$ cat config.mk
export PLATFORM = sky130hd
export DESIGN_NAME = capuccino_dispensador
export DESIGN_NICKNAME = d
export VERILOG_FILES = /design/src/rtl/capuccino_pkg.sv /design/src/rtl/capuccino_dosificador.sv /design/src/rtl/capuccino_dispensador.sv
export SDC_FILE = /design/constraint.sdc
export NUM_CORES = 1
export LEC_CHECK = 0
export CAP_MARGIN = 25
export CELL_PAD_IN_SITES_DETAIL_PLACEMENT = 0
export CELL_PAD_IN_SITES_GLOBAL_PLACEMENT = 1
export CORE_MARGIN = 4
export CORE_UTILIZATION = 35
export CTS_BUF_LIST = sky130_fd_sc_hd__clkbuf_2
export DETAILED_ROUTE_END_ITERATION = 8
export PLACE_DENSITY_LB_ADDON = 0.3
export SETUP_SLACK_MARGIN = 0.05
export SLEW_MARGIN = 0
export SYNTH_ARGS = -nofsm -noshare
export SYNTH_HDL_FRONTEND = slang
export SYNTH_SLANG_ARGS = --single-unit
$ cat constraint.sdc
create_clock -name clk -period 7.1 [get_ports clk]
set_input_delay 0.71 -clock clk [delete_from_list [all_inputs] [get_ports clk]]
set_output_delay 0.71 -clock clk [all_outputs]
set_load 0.1 [all_outputs]
$ cat src/rtl/capuccino_pkg.sv
// Shared definitions for the capuccino mixer family.
//   AMT_W          : width of every amount (bebida, planchuela, lala, counters)
//   MAX_BEBIDA_DEF : default largest accepted bebida request
//   state_t        : dispenser FSM states
package capuccino_pkg;
  localparam int AMT_W          = 8;
  localparam int MAX_BEBIDA_DEF = 250;

  typedef logic [AMT_W-1:0] amt_t;

  typedef enum logic [2:0] {
    IDLE,
    CHECK,
    LALA,
    PLANCHUELA,
    DONE,
    ERROR
  } state_t;
endpackage

$ cat src/rtl/capuccino_dosificador.sv
// dosificador: saturating step counter for one ingredient.
//   clk, rst : clock, synchronous active-high reset
//   clr      : clear count (new order accepted)
//   en       : valve open this cycle, advance by PASO (or by what is left)
//   tgt      : amount to reach
//   cnt      : amount delivered so far
//   llego    : the step taken this cycle lands exactly on tgt
module dosificador
  import capuccino_pkg::*;
#(
  parameter int PASO = 1
) (
  input  logic clk,
  input  logic rst,
  input  logic clr,
  input  logic en,
  input  amt_t tgt,
  output amt_t cnt,
  output logic llego
);
  localparam amt_t STEP = AMT_W'(PASO);

  amt_t resto;

  assign resto = tgt - cnt;
  // Remaining amount fits in one step: this is the final (possibly partial) step.
  assign llego = (resto <= STEP);

  always_ff @(posedge clk) begin
    if (rst || clr)
      cnt <= '0;
    else if (en)
      cnt <= llego ? tgt : cnt + STEP;
  end
endmodule

$ cat src/rtl/capuccino_dispensador.sv
// capuccino_dispensador: splits a requested bebida into lala (milk) and
// planchuela (coffee) and meters each out through its valve, PASO units/cycle.
// Milk first, then coffee; valves never overlap. All outputs registered.
//   clk, rst             : clock, synchronous active-high reset
//   start                : order strobe, sampled only in IDLE
//   bebida, planchuela   : order amounts, captured on accepted start
//   busy                 : order in flight (CHECK..DONE/ERROR)
//   valvula_lala/_planchuela : valve drives
//   lala_cnt, planchuela_cnt : amounts dispensed in the current order
//   done, error          : one-cycle completion / rejection pulses
module capuccino_dispensador
  import capuccino_pkg::*;
#(
  parameter int PASO       = 1,
  parameter int MAX_BEBIDA = MAX_BEBIDA_DEF
) (
  input  logic             clk,
  input  logic             rst,
  input  logic             start,
  input  logic [AMT_W-1:0] bebida,
  input  logic [AMT_W-1:0] planchuela,
  output logic             busy,
  output logic             valvula_lala,
  output logic             valvula_planchuela,
  output logic [AMT_W-1:0] lala_cnt,
  output logic [AMT_W-1:0] planchuela_cnt,
  output logic             done,
  output logic             error
);
  localparam amt_t MAX_B = AMT_W'(MAX_BEBIDA);

  state_t state, state_n;
  amt_t   bebida_tgt, planchuela_tgt, lala_tgt, diff;
  logic   rechazo, aceptar;
  logic   lala_llego, planchuela_llego;

  assign aceptar = (state == IDLE) && start;
  assign rechazo = (planchuela_tgt > bebida_tgt) || (bebida_tgt > MAX_B);
  assign diff    = bebida_tgt - planchuela_tgt;

  always_comb begin
    state_n = state;
    unique case (state)
      IDLE:       if (start) state_n = CHECK;
      CHECK: begin
        if (rechazo)                   state_n = ERROR;
        else if (diff != '0)           state_n = LALA;
        else if (planchuela_tgt != '0) state_n = PLANCHUELA;
        else                           state_n = DONE;
      end
      LALA:       if (lala_llego)
                    state_n = (planchuela_tgt != '0) ? PLANCHUELA : DONE;
      PLANCHUELA: if (planchuela_llego) state_n = DONE;
      DONE:       state_n = IDLE;
      ERROR:      state_n = IDLE;
      default:    state_n = IDLE;
    endcase
  end

  always_ff @(posedge clk) begin
    if (rst) begin
      state              <= IDLE;
      bebida_tgt         <= '0;
      planchuela_tgt     <= '0;
      lala_tgt           <= '0;
      busy               <= 1'b0;
      valvula_lala       <= 1'b0;
      valvula_planchuela <= 1'b0;
      done               <= 1'b0;
      error              <= 1'b0;
    end else begin
      state <= state_n;
      if (aceptar) begin
        bebida_tgt     <= bebida;
        planchuela_tgt <= planchuela;
        lala_tgt       <= '0;
      end
      if (state == CHECK && !rechazo)
        lala_tgt <= diff;
      // Outputs follow the state being entered so they line up with it.
      busy               <= (state_n != IDLE);
      valvula_lala       <= (state_n == LALA);
      valvula_planchuela <= (state_n == PLANCHUELA);
      done               <= (state_n == DONE);
      error              <= (state_n == ERROR);
    end
  end

  dosificador #(.PASO(PASO)) u_lala (
    .clk   (clk),
    .rst   (rst),
    .clr   (aceptar),
    .en    (state == LALA),
    .tgt   (lala_tgt),
    .cnt   (lala_cnt),
    .llego (lala_llego)
  );

  dosificador #(.PASO(PASO)) u_planchuela (
    .clk   (clk),
    .rst   (rst),
    .clr   (aceptar),
    .en    (state == PLANCHUELA),
    .tgt   (planchuela_tgt),
    .cnt   (planchuela_cnt),
    .llego (planchuela_llego)
  );
endmodule

==> summary.md, run 1 <==
| Metric | Value |
|---|---|
| Status | completed |
| RSZ-0062 raised after global routing | no |
| Critical path, cell by cell | ha_1 -> fa_1 -> nand2b_1 -> a21oi_1 -> mux2i_1 -> o2111a_1 -> and3_1 -> mux2i_1 -> a211oi_1 |
| Vias per cell | 5.24 |
| Clock Skew | between 10 and 15 ps |
| Cell taking the most area after synthesis | dfxtp_1 |
| Synth Flop Type | dfxtp_1 |
| CP dominant cell by count | mux2i_1 |
| Max-slew violations | 0 |
| Fin worst setup slack | 4220 ps |
| Reg2reg setup slack | approximately 4200 ps |
| Critical Path Max Stage Delay | slightly below 600 ps |
| Port Buffers | 39 |
| Pin count of the biggest net entering global routing | 31 |
| DR iter-0 viols | 96 |
| Die area | 11,200 µm² |
| Min-delay worst type | flip-flop to flip-flop |
| Setup Fix Bufs, Post-CTS | 0 |
| Synth top cells by count | nand2_1, dfxtp_1, nor2_1 |
| CTS Sinks | 48 |
| Final antenna-violating net count | 0 |
| Clk root buf | clkbuf_2 |
| Highest clock rate | approximately 350 MHz |
| Post-CTS Hold Buffers | 0 |
| Reg-to-reg critical path startpoint | u_lala.cnt[0] |
| Gr usage total | 15.2% |
| CP Class | flip-flop to flip-flop |
| Post-Place Setup Slack | 4100 ps |
| Ys Warns | 0 |
| Cell variety after synth | 70 |
| Vias | 3,051 |
| Synth top area share | 28.8% |
| Relative max-transition margin | 35.2% |
| Final Util | 42.3% |
| Worst-case reg-to-reg path depth | 9 |
| CP Depth | 9 |
| Post-DP HPWL | 6330 µm |
| # rows | 35 |
| Post-synth EDFFs | 0 |
| Pleak | roughly 1.5 nW |
| Post-cts resize count | 0 |
| Crit path max-delay family | simple AND/OR/NAND/NOR gates |
| Crit end category | flip-flop |
| Synth Register Bits | 48 |
| Setup violations, final | 0 |
| Mapped Area | 3340 µm² |
| Syn avg cell area | ~8.0 µm² |
| Crit path buffers/inverters | 0 |
| Ports | 40 |
| Clock Path Buffers | 2 |
| Top post-synthesis cells by area | dfxtp_1, ha_1, nand2_1 |
| Layout cells sized above 1 | 6.84% |
| First-pass DRT Iterations | 4 |
| DIE HEIGHT | 106 µm |
| Die width | 106 µm |
| Setup TNS | 0 ps |
| Pwr per Cell Area | 385 nW/µm² |
| Hold worst-path end | bebida_tgt[6] |
| RePlAce Congestion | 0.828 |
| Worst slew pin tran | 968 ps |
| First-pass GRT wire length | 14,100 µm |
| NumNets Final | about 500 |
| Core Region | 9240 µm² |
| Post-synth ARST share | 0% |
| Vias in the first global route | around 2,800 |
| Avg WL per Cell | 14.2 µm |
| Sequential element share of the synthesized area | 28.8% |
| CTS tree | yes |
| DRC | 0 |
| Critical-path cell with the highest stage delay | and3_1 |
| Worst hold stages | 2 |
| Most common cell in the netlist | nand2_1 |
| CP arrival | 3250 ps |
| Period utilization | between 40% and 50% |
| Initial core utilization | 36.1% |
| Aggregate global routing overflow | 0 |
| Post-Syn Instances | 418 |
| Min-delay src | bebida_tgt[6] |
| Peak supply drop | 150 µV |
| WP data required | about 7500 ps |
| R2r endpoint | u_lala.cnt[1] |
| Critical Path Fanout Max | 16 |
| Syn-to-layout area delta | 17.3% |
| Fin. Hold Viols | 0 |
| CTS H-Tree Depth | 2 |
| CTS Buf Count | 5 |
| Final worst path period need | 2880 ps |
| Post-Route WL | slightly above 8000 µm |
| CP Launch Type | flip-flop |
| Final antenna diode count | 0 |
| Syn_nets | 464 |
| CTS clk-pin slew, worst paths | 270 ps |
| Fill cells | 964 |
| Initial antenna violation count | 0 |
| Max Cap Violations | 0 |
| Clk Latency, worst-skew pair | 430 ps |
-- registers in the layout, indices dropped and copies added, names as in the netlist --
register and cells:
valvula_planchuela 1, busy 1, done 1, u_lala.cnt 8, bebida_tgt 8, lala_tgt 8, error 1, valvula_lala 1
state 3, planchuela_tgt 8, u_planchuela.cnt 8
-- cell type report --
class | count | area (µm²) | share of cell area (%)
inverter | 32 | 120 | 3.07
tap | 129 | 161 | 4.13
clock buffer | 5 | 25.0 | 0.640
timing repair buffer | 41 | 405 | 10.4
multi-input combinational | 324 | 2200 | 56.1
clock inverter | 3 | 42.5 | 1.09
sequential | 48 | 961 | 24.6
-- how the worst max path moves through the flow --
stage                        startpoint                   to
final                     u_lala.cnt[0]        u_lala.cnt[1]
after global routing      u_lala.cnt[1]   valvula_planchuela
after CTS                 u_lala.cnt[1]        u_lala.cnt[1]
after detailed placement          start  u_planchuela.cnt[2]
after global placement            start  u_planchuela.cnt[2]
after floorplan           u_lala.cnt[3]         valvula_lala
-- worst register-to-register path, cell delays in order, from the launching register on --
cell and delay [ps]:
dfxtp_1 430, ha_1 240, fa_1 390, nand2b_1 180, a21oi_1 170, mux2i_1 200
o2111a_1 240, and3_1 580, mux2i_1 160, a211oi_1 230
-- power by group --
part	total (mW)	internal (mW)	switching, mW
registers	0.370	0.315	0.0547
clock network	0.155	0.0591	0.0954
logic	0.982	0.364	0.618
total	1.51	0.738	0.768
-- through the flow --
stage / hold slack, ps / power, mW / std cells / area, µm²
floorplan: 450 / 1.21 / 418 / 3340
global placement: 478 / 1.35 / 574 / 3840
detailed placement: 476 / 1.36 / 574 / 3840
CTS: 506 / 1.52 / 582 / 3910
global route: 528 / 1.63 / 582 / 3910
finish: 501 / 1.51 / 582 / 3910
-- cells in the final DEF, fill, tap and decap left out, types with 2 or more instances in the layout --
cell type,Yosys,routed
ha_1,24,24
a211oi_2,2,2
o211ai_1,3,3
o21bai_1,3,3
a22oi_1,2,2
mux2i_1,7,7
nor4_1,3,3
nand3_1,15,15
xnor2_1,5,5
nor3_1,6,6
nand2_1,56,56
nor2b_1,9,9
and2_1,3,3
o21ai_0,6,6
nand2b_1,5,5
o211a_1,2,2
a21oi_1,33,33
and3_1,7,7
a211oi_1,5,5
clkdlybuf4s50_1,0,39
a21o_1,6,6
or3_1,3,3
dfxtp_1,48,48
clkbuf_2,0,5
and4_1,2,2
nor2_1,42,42
xor2_1,7,7
fa_1,3,3
nor3b_1,3,3
buf_4,1,2
inv_1,32,32
o31a_1,3,3
nand4_1,6,6
a31oi_1,14,14
o21a_1,6,6
-- routing by layer --
metal | up-vias | share of wire (%) | global-route usage (%)
li1 | 1557 | - | -
met1 | 1455 | 51 | 21.2
met2 | 35 | 46 | 25.2
met3 | 4 | 2.7 | 2.33
met4 | 0 | 0.53 | 2.78
met5 | - | 0 | 0
-- cells by family after synthesis --
family | after synthesis | share of synthesized area, %
AO/OA/AOI/OAI | 108 | 24.1
XOR/XNOR | 12 | 3.15
adder cells (fa/ha/maj) | 27 | 10.8
buffers and inverters | 46 | 5.55
flip-flops | 48 | 28.8
multiplexers | 7 | 2.10
AND/OR/NAND/NOR | 170 | 25.5
No activity file was read; power rests on OpenSTA's default activity.
==> run 2, diff against run 1 <==
- clock period: 7.1 -> 2.79 ns (I/O delays scaled with it)
==> run 2 against run 1 <==
Effect of this change:
- final area increased by 2.2%
- largest cell class unchanged
- cell count increased by 2.2%
- global-route usage shrank 0.11 points
- critical endpoint is now valvula_lala
- clock skew increased by 45 ps
- largest power group unchanged
- routed wire length is 0.11% higher
- flip-flop and latch count unchanged
- register-to-register slack got worse by 4000 ps
- combinational power grew to 3.0 times the previous value
- clock power rose to 2.6 times the previous value
- clock-buffer cell count did not move
==> summary.md, run 2 (synthesis gave the netlist of run 1 again) <==
| Metric | Value |
|---|---|
| CP arrival | 2960 ps (-290 ps) |
| Cells after DPL | 583 (+1.6%) |
| Finished Layout Cells | 595 (+2.2%) |
| CTS tree | yes |
| Setup TNS | 0 ps (unchanged) |
| Clk Latency, worst-skew pair | 460 ps (+30 ps) |
| Post-CTS Hold Buffers | 0 (unchanged) |
| Final worst path period need | 2560 ps (-323 ps) |
| DRC | 0 (unchanged) |
| Post-DP HPWL | 6440 µm (+1.8%) |
| First-pass DRT Iterations | 5 (+1) |
| Most common cell after layout, fill and taps aside | nand2_1 |
| Final antenna-violating net count | 0 (unchanged) |
| RSZ-0062 raised after global routing | yes |
| Min-delay worst type | primary input to flip-flop |
| Vias | 3,049 (-0.066%) |
| Reg-to-reg critical path startpoint | planchuela_tgt[0] |
| Setup violations, final | 0 (unchanged) |
| Post-Route WL | 8280 µm (+0.11%) |
| CP Launch Type | flip-flop |
| Period utilization | 91.7% (+51 points) |
| # rows | 35 (unchanged) |
| WP data required | 3200 ps (-4270 ps) |
| Min-delay src | bebida[4] |
| Worst slew pin tran | 560 ps (-408 ps) |
| Core Region | 9240 µm² (unchanged) |
| Reg2reg setup slack | 230 ps (-3990 ps) |
| Hold worst-path end | bebida_tgt[4] |
| Pwr per Cell Area | 1080 nW/µm² (+180%) |
| Die width | 106 µm (unchanged) |
| Initial antenna violation count | 0 (unchanged) |
| RePlAce Congestion | 0.853 (+3.0%) |
| Pleak | 1.58 nW (+8.1%) |
| Vias in the first global route | 2,860 (+0.74%) |
| Aggregate global routing overflow | 0 (unchanged) |
| Pin count of the biggest net entering global routing | 30 (-3.2%) |
| Clock Path Buffers | 2 (unchanged) |
| Vias per cell | 5.12 (-2.2%) |
| Register Area | 981 µm² (+2.1%) |
| CTS clk-pin slew, worst paths | 300 ps (+30 ps) |
| Status | completed |
| R2r endpoint | valvula_lala |
| Die area | 11,200 µm² (unchanged) |
| Final antenna diode count | 0 (unchanged) |
| Highest clock rate | 391 MHz (+13%) |
| Worst-case reg-to-reg path depth | 10 (+1) |
| Multi-input logic area | 2200 µm² (+0.40%) |
| Critical Path Fanout Max | 5 (-11) |
| Worst hold stages | 3 (+1) |
| Commonest non-fill, non-tap cells in the layout | nand2_1, nor2_1, buf_4 |
| DR iter-0 viols | 110 (+15%) |
| CTS H-Tree Depth | 2 (unchanged) |
| Port Buffers | 39 (unchanged) |
| Ports | 40 (unchanged) |
| Crit end category | flip-flop |
| Max Cap Violations | 0 (unchanged) |
| CTS Buf Count | 5 (unchanged) |
| First-pass GRT wire length | 14,000 µm (-0.25%) |
| Fin. Hold Viols | 0 (unchanged) |
| Avg WL per Cell | 13.9 µm (-2.1%) |
| Peak supply drop | 445 µV (+200%) |
| CP Class | flip-flop to flip-flop |
| Syn-to-layout area delta | 19.8% |
| Layout cells sized above 1 | 17.4% (+11 points) |
| Clk root buf | clkbuf_2 |
| Relative max-transition margin | 62.6% (+27 points) |
| DIE HEIGHT | 106 µm (unchanged) |
| CTS Sinks | 48 (unchanged) |
| Fill cells | 962 (-0.21%) |
| Initial core utilization | 36.1% (unchanged) |
| Max-slew violations | 0 (unchanged) |
| Clock Skew | 57.5 ps (+44.8 ps) |
| NumNets Final | 511 (+2.6%) |
| Gr usage total | 15.1% (-0.11 points) |
run 2: changes by cell type in the layout (fill, tap and decap cells not counted), sizes merged:
cell,delta
buf,+34
clkdlybuf4s50,-21
run 2: worst max path at each step:
stage	start	to	cells past startpoint	slack, ps
floorplan	u_lala.cnt[3]	valvula_lala	10	80
CTS	lala_tgt[0]	u_lala.cnt[5]	11	60
global placement	lala_tgt[0]	u_lala.cnt[3]	11	110
finish	planchuela_tgt[0]	valvula_lala	10	230
detailed placement	lala_tgt[0]	u_lala.cnt[5]	11	50
global route	lala_tgt[0]	u_lala.cnt[5]	11	40
run 2: what timing repair did:
item,CTS,global route
gates resized for setup,0,6
buffers inserted,0,4
setup endpoints to repair,0,25
run 2: worst max-delay path, cell delays in order, from the launching register on:
cell      delay [ps]
dfxtp_4          430
inv_1             50
ha_1             200
fa_1             380
nand2b_1         180
a21oi_1          160
o221ai_2         180
o31ai_4          330
o211a_1          210
nand3_2          130
a311oi_2         280
run 2: final cells by class:
class                           instances  share of cell area [%]
Clock buffer                            5                   0.626
Clock inverter                          3                    1.06
Inverter                               32                    3.00
Multi-Input combinational cell        324                    55.1
Sequential cell                        48                    24.5
Tap cell                              129                    4.04
Timing Repair Buffer                   54                    11.6
run 2: routing by layer:
metal | wire length, µm | GRT usage [%]
met1 | 4290 | 21.6
met2 | 3650 | 24.3
met3 | 312 | 2.45
met4 | 30 | 2.59
met5 | 0 | 0
run 2: power breakdown:
part	switching (mW)	internal, mW
clock	0.247	0.150
combinational	1.64	1.33
sequential	0.134	0.805
total	2.02	2.28
run 2: stage by stage:
stage / hold WS [ps] / total power [mW] / util [%] / setup WS [ps] / cell area [µm²]
floorplan: 353 / 3.08 / - / 79.3 / 3350
global placement: 469 / 3.58 / 41.9 / 114 / 3870
detailed placement: 474 / 3.60 / 41.9 / 52.0 / 3870
CTS: 319 / 4.02 / 42.7 / 57.1 / 3940
global route: 311 / 4.66 / 43.3 / 35.6 / 4000
finish: 347 / 4.30 / 43.3 / 232 / 4000
